===== src/rtl/cache_ctrl_pkg.sv =====
// Shared definitions for the cache fill controller: state encoding and default line size.
package cache_ctrl_pkg;

  localparam int CNT_W_DEF = 3;

  typedef enum logic [2:0] {
    IDLE   = 3'd0,
    LOOKUP = 3'd1,
    FILL   = 3'd2,
    TAG    = 3'd3,
    RESP   = 3'd4
  } state_t;

endpackage


===== src/rtl/fill_counter.sv =====
// Refill word counter: advances one word per enabled cycle and wraps modulo the line length.
module fill_counter
  import cache_ctrl_pkg::*;
#(
  parameter int CNT_W = CNT_W_DEF
) (
  input  logic             clk,
  input  logic             reset,
  input  logic             cnt,
  output logic [CNT_W-1:0] dout,
  output logic             end_o
);

  logic [CNT_W-1:0] dout_q;
  logic [CNT_W-1:0] dout_d;

  always_comb begin
    dout_d = dout_q;
    if (cnt) begin
      dout_d = dout_q + CNT_W'(1);
    end
  end

  always_ff @(posedge clk or negedge reset) begin
    if (!reset) begin
      dout_q <= '0;
    end else begin
      dout_q <= dout_d;
    end
  end

  assign dout  = dout_q;
  assign end_o = (dout_q == {CNT_W{1'b1}});

endmodule


===== src/rtl/cache_fill_ctrl.sv =====
// Cache access controller: Moore FSM for lookup / line refill / tag write / response.
// Build option RETRY_LOOKUP_EN: after the tag write the line is looked up again instead of responding.
module cache_fill_ctrl
  import cache_ctrl_pkg::*;
#(
  parameter int CNT_W = CNT_W_DEF
) (
  input  logic             clk,
  input  logic             reset,
  input  logic             c,
  input  logic             v,
  output logic             twr,
  output logic             dwr,
  output logic             rwr,
  output logic             cnt,
  output logic             mux,
  output logic [CNT_W-1:0] dout,
  output logic             end_o
);

  state_t state_q;
  state_t state_d;

  always_ff @(posedge clk or negedge reset) begin
    if (!reset) begin
      state_q <= IDLE;
    end else begin
      state_q <= state_d;
    end
  end

  // Outputs depend on the state only; unused encodings fall back to IDLE.
  always_comb begin
    state_d = state_q;
    twr     = 1'b0;
    dwr     = 1'b0;
    rwr     = 1'b0;
    cnt     = 1'b0;
    mux     = 1'b0;
    case (state_q)
      IDLE: begin
        if (v) begin
          state_d = LOOKUP;
        end
      end
      LOOKUP: begin
        state_d = c ? RESP : FILL;
      end
      FILL: begin
        cnt = 1'b1;
        dwr = 1'b1;
        mux = 1'b1;
        if (end_o) begin
          state_d = TAG;
        end
      end
      TAG: begin
        twr = 1'b1;
        mux = 1'b1;
`ifdef RETRY_LOOKUP_EN
        state_d = LOOKUP;
`else
        state_d = RESP;
`endif
      end
      RESP: begin
        rwr     = 1'b1;
        state_d = IDLE;
      end
      default: begin
        state_d = IDLE;
      end
    endcase
  end

  fill_counter #(
    .CNT_W(CNT_W)
  ) u_fill_counter (
    .clk  (clk),
    .reset(reset),
    .cnt  (cnt),
    .dout (dout),
    .end_o(end_o)
  );

endmodule


===== config.mk =====
export PLATFORM = sky130hd
export DESIGN_NAME = cache_fill_ctrl
export DESIGN_NICKNAME = d
export VERILOG_FILES = /design/src/rtl/cache_ctrl_pkg.sv /design/src/rtl/fill_counter.sv /design/src/rtl/cache_fill_ctrl.sv
export SDC_FILE = /design/constraint.sdc
export NUM_CORES = 1
export LEC_CHECK = 0
export ABC_CLOCK_PERIOD_IN_PS = 2700
export CAP_MARGIN = 20
export CORE_AREA = 2 2 39 41
export DETAILED_ROUTE_END_ITERATION = 16
export DIE_AREA = 0 0 41 43
export GPL_TIMING_DRIVEN = 0
export PLACE_DENSITY = 0.55
export REMOVE_ABC_BUFFERS = 1
export SLEW_MARGIN = 20
export SYNTH_ARGS = -nofsm -noshare
export SYNTH_HDL_FRONTEND = slang
export SYNTH_SLANG_ARGS = --single-unit

===== constraint.sdc =====
create_clock -name clk -period 2.7 [get_ports clk]
set_clock_uncertainty 0.15 [all_clocks]
set_input_delay 0.405 -clock clk [delete_from_list [all_inputs] [get_ports clk]]
set_output_delay 0.405 -clock clk [all_outputs]
set_load 0.03 [all_outputs]

==> metrics.md, run 1 <==
| Metric | Value |
|---|---|
| Fill count | `138` |
| Clk_lat worst skew | `0.24 ns` |
| Vias in the first global route | `between 200 and 250` |
| GRT Overall Usage | `0.0931` |
| Util after Layout | `0.329` |
| Gp weighted congestion | `0.564` |
| Final worst path period share | `0.862` |
| Footprint of the multi-input gates | `between 100 and 150 um^2` |
| Drt total wl | `638 um` |
| Boundary Pins | `13` |
| DRC Markers | `0` |
| Gate power share | `0.544` |
| Top cell type's share of synthesized area | `0.500` |
| Worst reg-to-reg setup slack | `between 1 and 1.5 ns` |
| Slowest-stage cell, CP | `clkdlybuf4s50_1` |
| Sequential share of power | `0.316` |
| Nets@finish | `45` |
| Clock power frac | `0.141` |
| Worst Max-Slew Pin Slew | `~0.32 ns` |
| Fraction of layout cells with a size suffix above 1 | `0.162` |
| CTS hold repair buffers | `0` |
| Area after DPL | `433 um^2` |
| Setup violations, final | `0` |
| Clock sinks | `6` |
| Die area | `0.00176 mm^2` |
| Crit end category | `output pin` |
| CP max stage delay | `0.73 ns` |
| Crit path DAT | `1.77 ns` |
| CP Launch Type | `flip-flop` |
| Post-route antenna net violation count | `0` |
| Initial antenna violation count | `0` |
| Largest net degree at the start of global routing | `8` |
| Crit-path cells | `nor3b_4 > clkdlybuf4s50_1` |
| Overall die width | `41 um` |
| Post-route cell area | `455 um^2` |
| Worst Hold Class | `input pin to async pin` |
| Vias | `225` |
| FF-to-FF path depth | `2` |
| Pre-antenna DRT Iters | `4` |
| Layout area overhead | `51.7%` |
| Input/output buffers | `12` |
| # Post-CTS Setup Buffers | `0` |
| Largest area contributor in the netlist | `dfrtp_1` |
| Max_cap viols | `0` |
| Max_slew headroom | `0.787` |
| Fmax | `approximately 430 MHz` |
| RSZ-0062 raised after global routing | `no` |
| Drt wl/cell | `between 10 and 15 um` |
| Post-CTS sizing | `0` |
| CP endpoint | `cnt` |
| Syn Inst Count | `23` |
| Initial drt markers | `2` |
| Slew Limit Fails | `0` |
| Unique masters post-synth | `15` |
| First-pass GRT wire length | `between 1 and 1.5 mm` |
| Clock-pin slew on the worst setup and hold paths | `0.05 ns` |
| CTS Buf Count | `3` |
| Switching Fraction | `0.428` |
| FF/Latch Area | `roughly 150 um^2` |
| Setup TNS | `0 ns` |
| Synthesized area | `300 um^2` |
| Power Dens Cells | `1280 mW/mm^2` |
| Critical path fanouts, max | `6` |
| Leak | `around 0.19 nW` |
| P_sw | `0.249 mW` |
| Initial core utilization | `0.217` |
| CTS Buffer Depth | `2` |
| Clock root buffer | `clkbuf_4` |
| Final hold vios | `0` |
| Yosys reg bits | `6` |
| Seq/Total Area, Yosys | `0.500` |
| H-tree depth | `1` |
| Vias per std cell | `4.25` |
| Final min period | `approximately 2.3 ns` |
| WS Path Type | `flip-flop to output pin` |
| Status | `complete, no violations` |
| WP data required | `2.14 ns` |
| Critical Path Start | `state_q[2]` |
| Reg2reg end | `u_fill_counter.dout[1]` |
| DIE HEIGHT | `43 um` |
| Reg2reg start | `state_q[2]` |
| Pint | `between 0.3 and 0.4 mW` |
| TritonCTS clock tree | `yes` |
| Row count | `14` |
| Diodes inserted | `0` |
| YS warnings | `0` |
| Core area | `approximately 0.0014 mm^2` |
| Worst vdd rail ir drop | `between 0.4 and 0.5 mV` |
| Syn avg cell area | `13.1 um^2` |
| Total grt overflow | `0` |
| Synth top area cells | `dfrtp_1 (50%), ha_1 (8.3%), mux2_2 (7.5%), nor3b_4 (6.3%), nor3b_1 (5.0%)` |
## how the worst min path moves through the flow
stage / endpoint / depth (start not counted)
after detailed placement: u_fill_counter.dout[0] / 1
after CTS: state_q[0] / 1
after global routing: state_q[0] / 1
final: state_q[0] / 1
after floorplan: state_q[0] / 0
after global placement: u_fill_counter.dout[0] / 1
## metrics by stage
step	power [mW]	instances	hold WS (ns)	worst slack (ns)
after CTS	0.596	53	0.252	0.341
after floorplan	0.374	22	-0.0406	0.845
after global placement	0.495	50	0.338	0.647
after detailed placement	0.506	50	0.363	0.614
final	0.583	53	0.257	0.374
after global routing	0.632	53	0.267	0.271
## kinds of logic (layout without fill, tap and decap cells)
logic type,count (synthesis),after routing,share of synthesized area
multiplexers,3,3,0.108
buffers and inverters,1,15,0.0250
AO/OA/AOI/OAI,1,1,0.0167
flip-flops,6,6,0.500
AND/OR/NAND/NOR,9,9,0.238
XOR/XNOR,1,1,0.0292
adder cells (fa/ha/maj),2,2,0.0833
## cells in the mapped netlist
library cell,count
nor2_1,1
mux2_2,2
nor3b_1,2
xor2_1,1
or2b_1,1
or3b_1,1
dfrtp_1,6
ha_1,2
nor2b_1,1
a21oi_1,1
nor3_1,1
buf_4,1
nor3b_4,1
and2_1,1
mux2i_1,1
## power groups by stage
stage / clock (mW) / combinational (mW) / sequential, mW
CTS: 0.0890 / 0.323 / 0.184
floorplan: 0 / 0.153 / 0.220
global route: 0.0953 / 0.344 / 0.193
finish: 0.0819 / 0.317 / 0.184
detailed placement: 0 / 0.321 / 0.184
global placement: 0 / 0.315 / 0.180
## cells in the final DEF, fill, tap and decap left out, types with 2 or more instances in the layout
cell | netlist | final
clkbuf_4 | 0 | 3
clkdlybuf4s50_1 | 0 | 12
dfrtp_1 | 6 | 6
ha_1 | 2 | 2
mux2_2 | 2 | 2
nor3b_1 | 2 | 2
## state kept, by name, summed over array words and instances, names as in the netlist
name,flops
state_q,3
u_fill_counter.dout,3
## routing by layer
metal  up-vias  share of wire  wire (um)  global-route usage
li1        109              -          -                   -
met4         0              0          0              0.0600
met5         -              0          0                   0
met1       103           0.43        274               0.125
met2        13           0.43        277              0.0969
met3         0           0.13         86              0.0733
## area by class of cell
type | count | share of cell area
clock buffers | 3 | 0.0495
multi-input cells | 16 | 0.313
flip-flops and latches | 6 | 0.330
well taps | 16 | 0.0440
repair buffers | 12 | 0.264
## worst max-delay path, delay by kind of cell, from the launching register on
kind | cells | cell delay, ns
buffers and inverters | 1 | 0.73
flip-flops | 1 | 0.45
AND/OR/NAND/NOR | 1 | 0.34
(Power assumes the default switching activity.)
==> inputs of run 2 (changes only) <==
--- a/config.mk
+++ b/config.mk
@@ -13,7 +13,7 @@
 export GPL_TIMING_DRIVEN = 0
 export PLACE_DENSITY = 0.55
 export REMOVE_ABC_BUFFERS = 1
-export SLEW_MARGIN = 20
 export SYNTH_ARGS = -nofsm -noshare
 export SYNTH_HDL_FRONTEND = slang
 export SYNTH_SLANG_ARGS = --single-unit
+export TNS_END_PERCENT = 10
==> results of run 2 <==
Same layout as run 1: the final DEF is identical, and so are final timing and power.
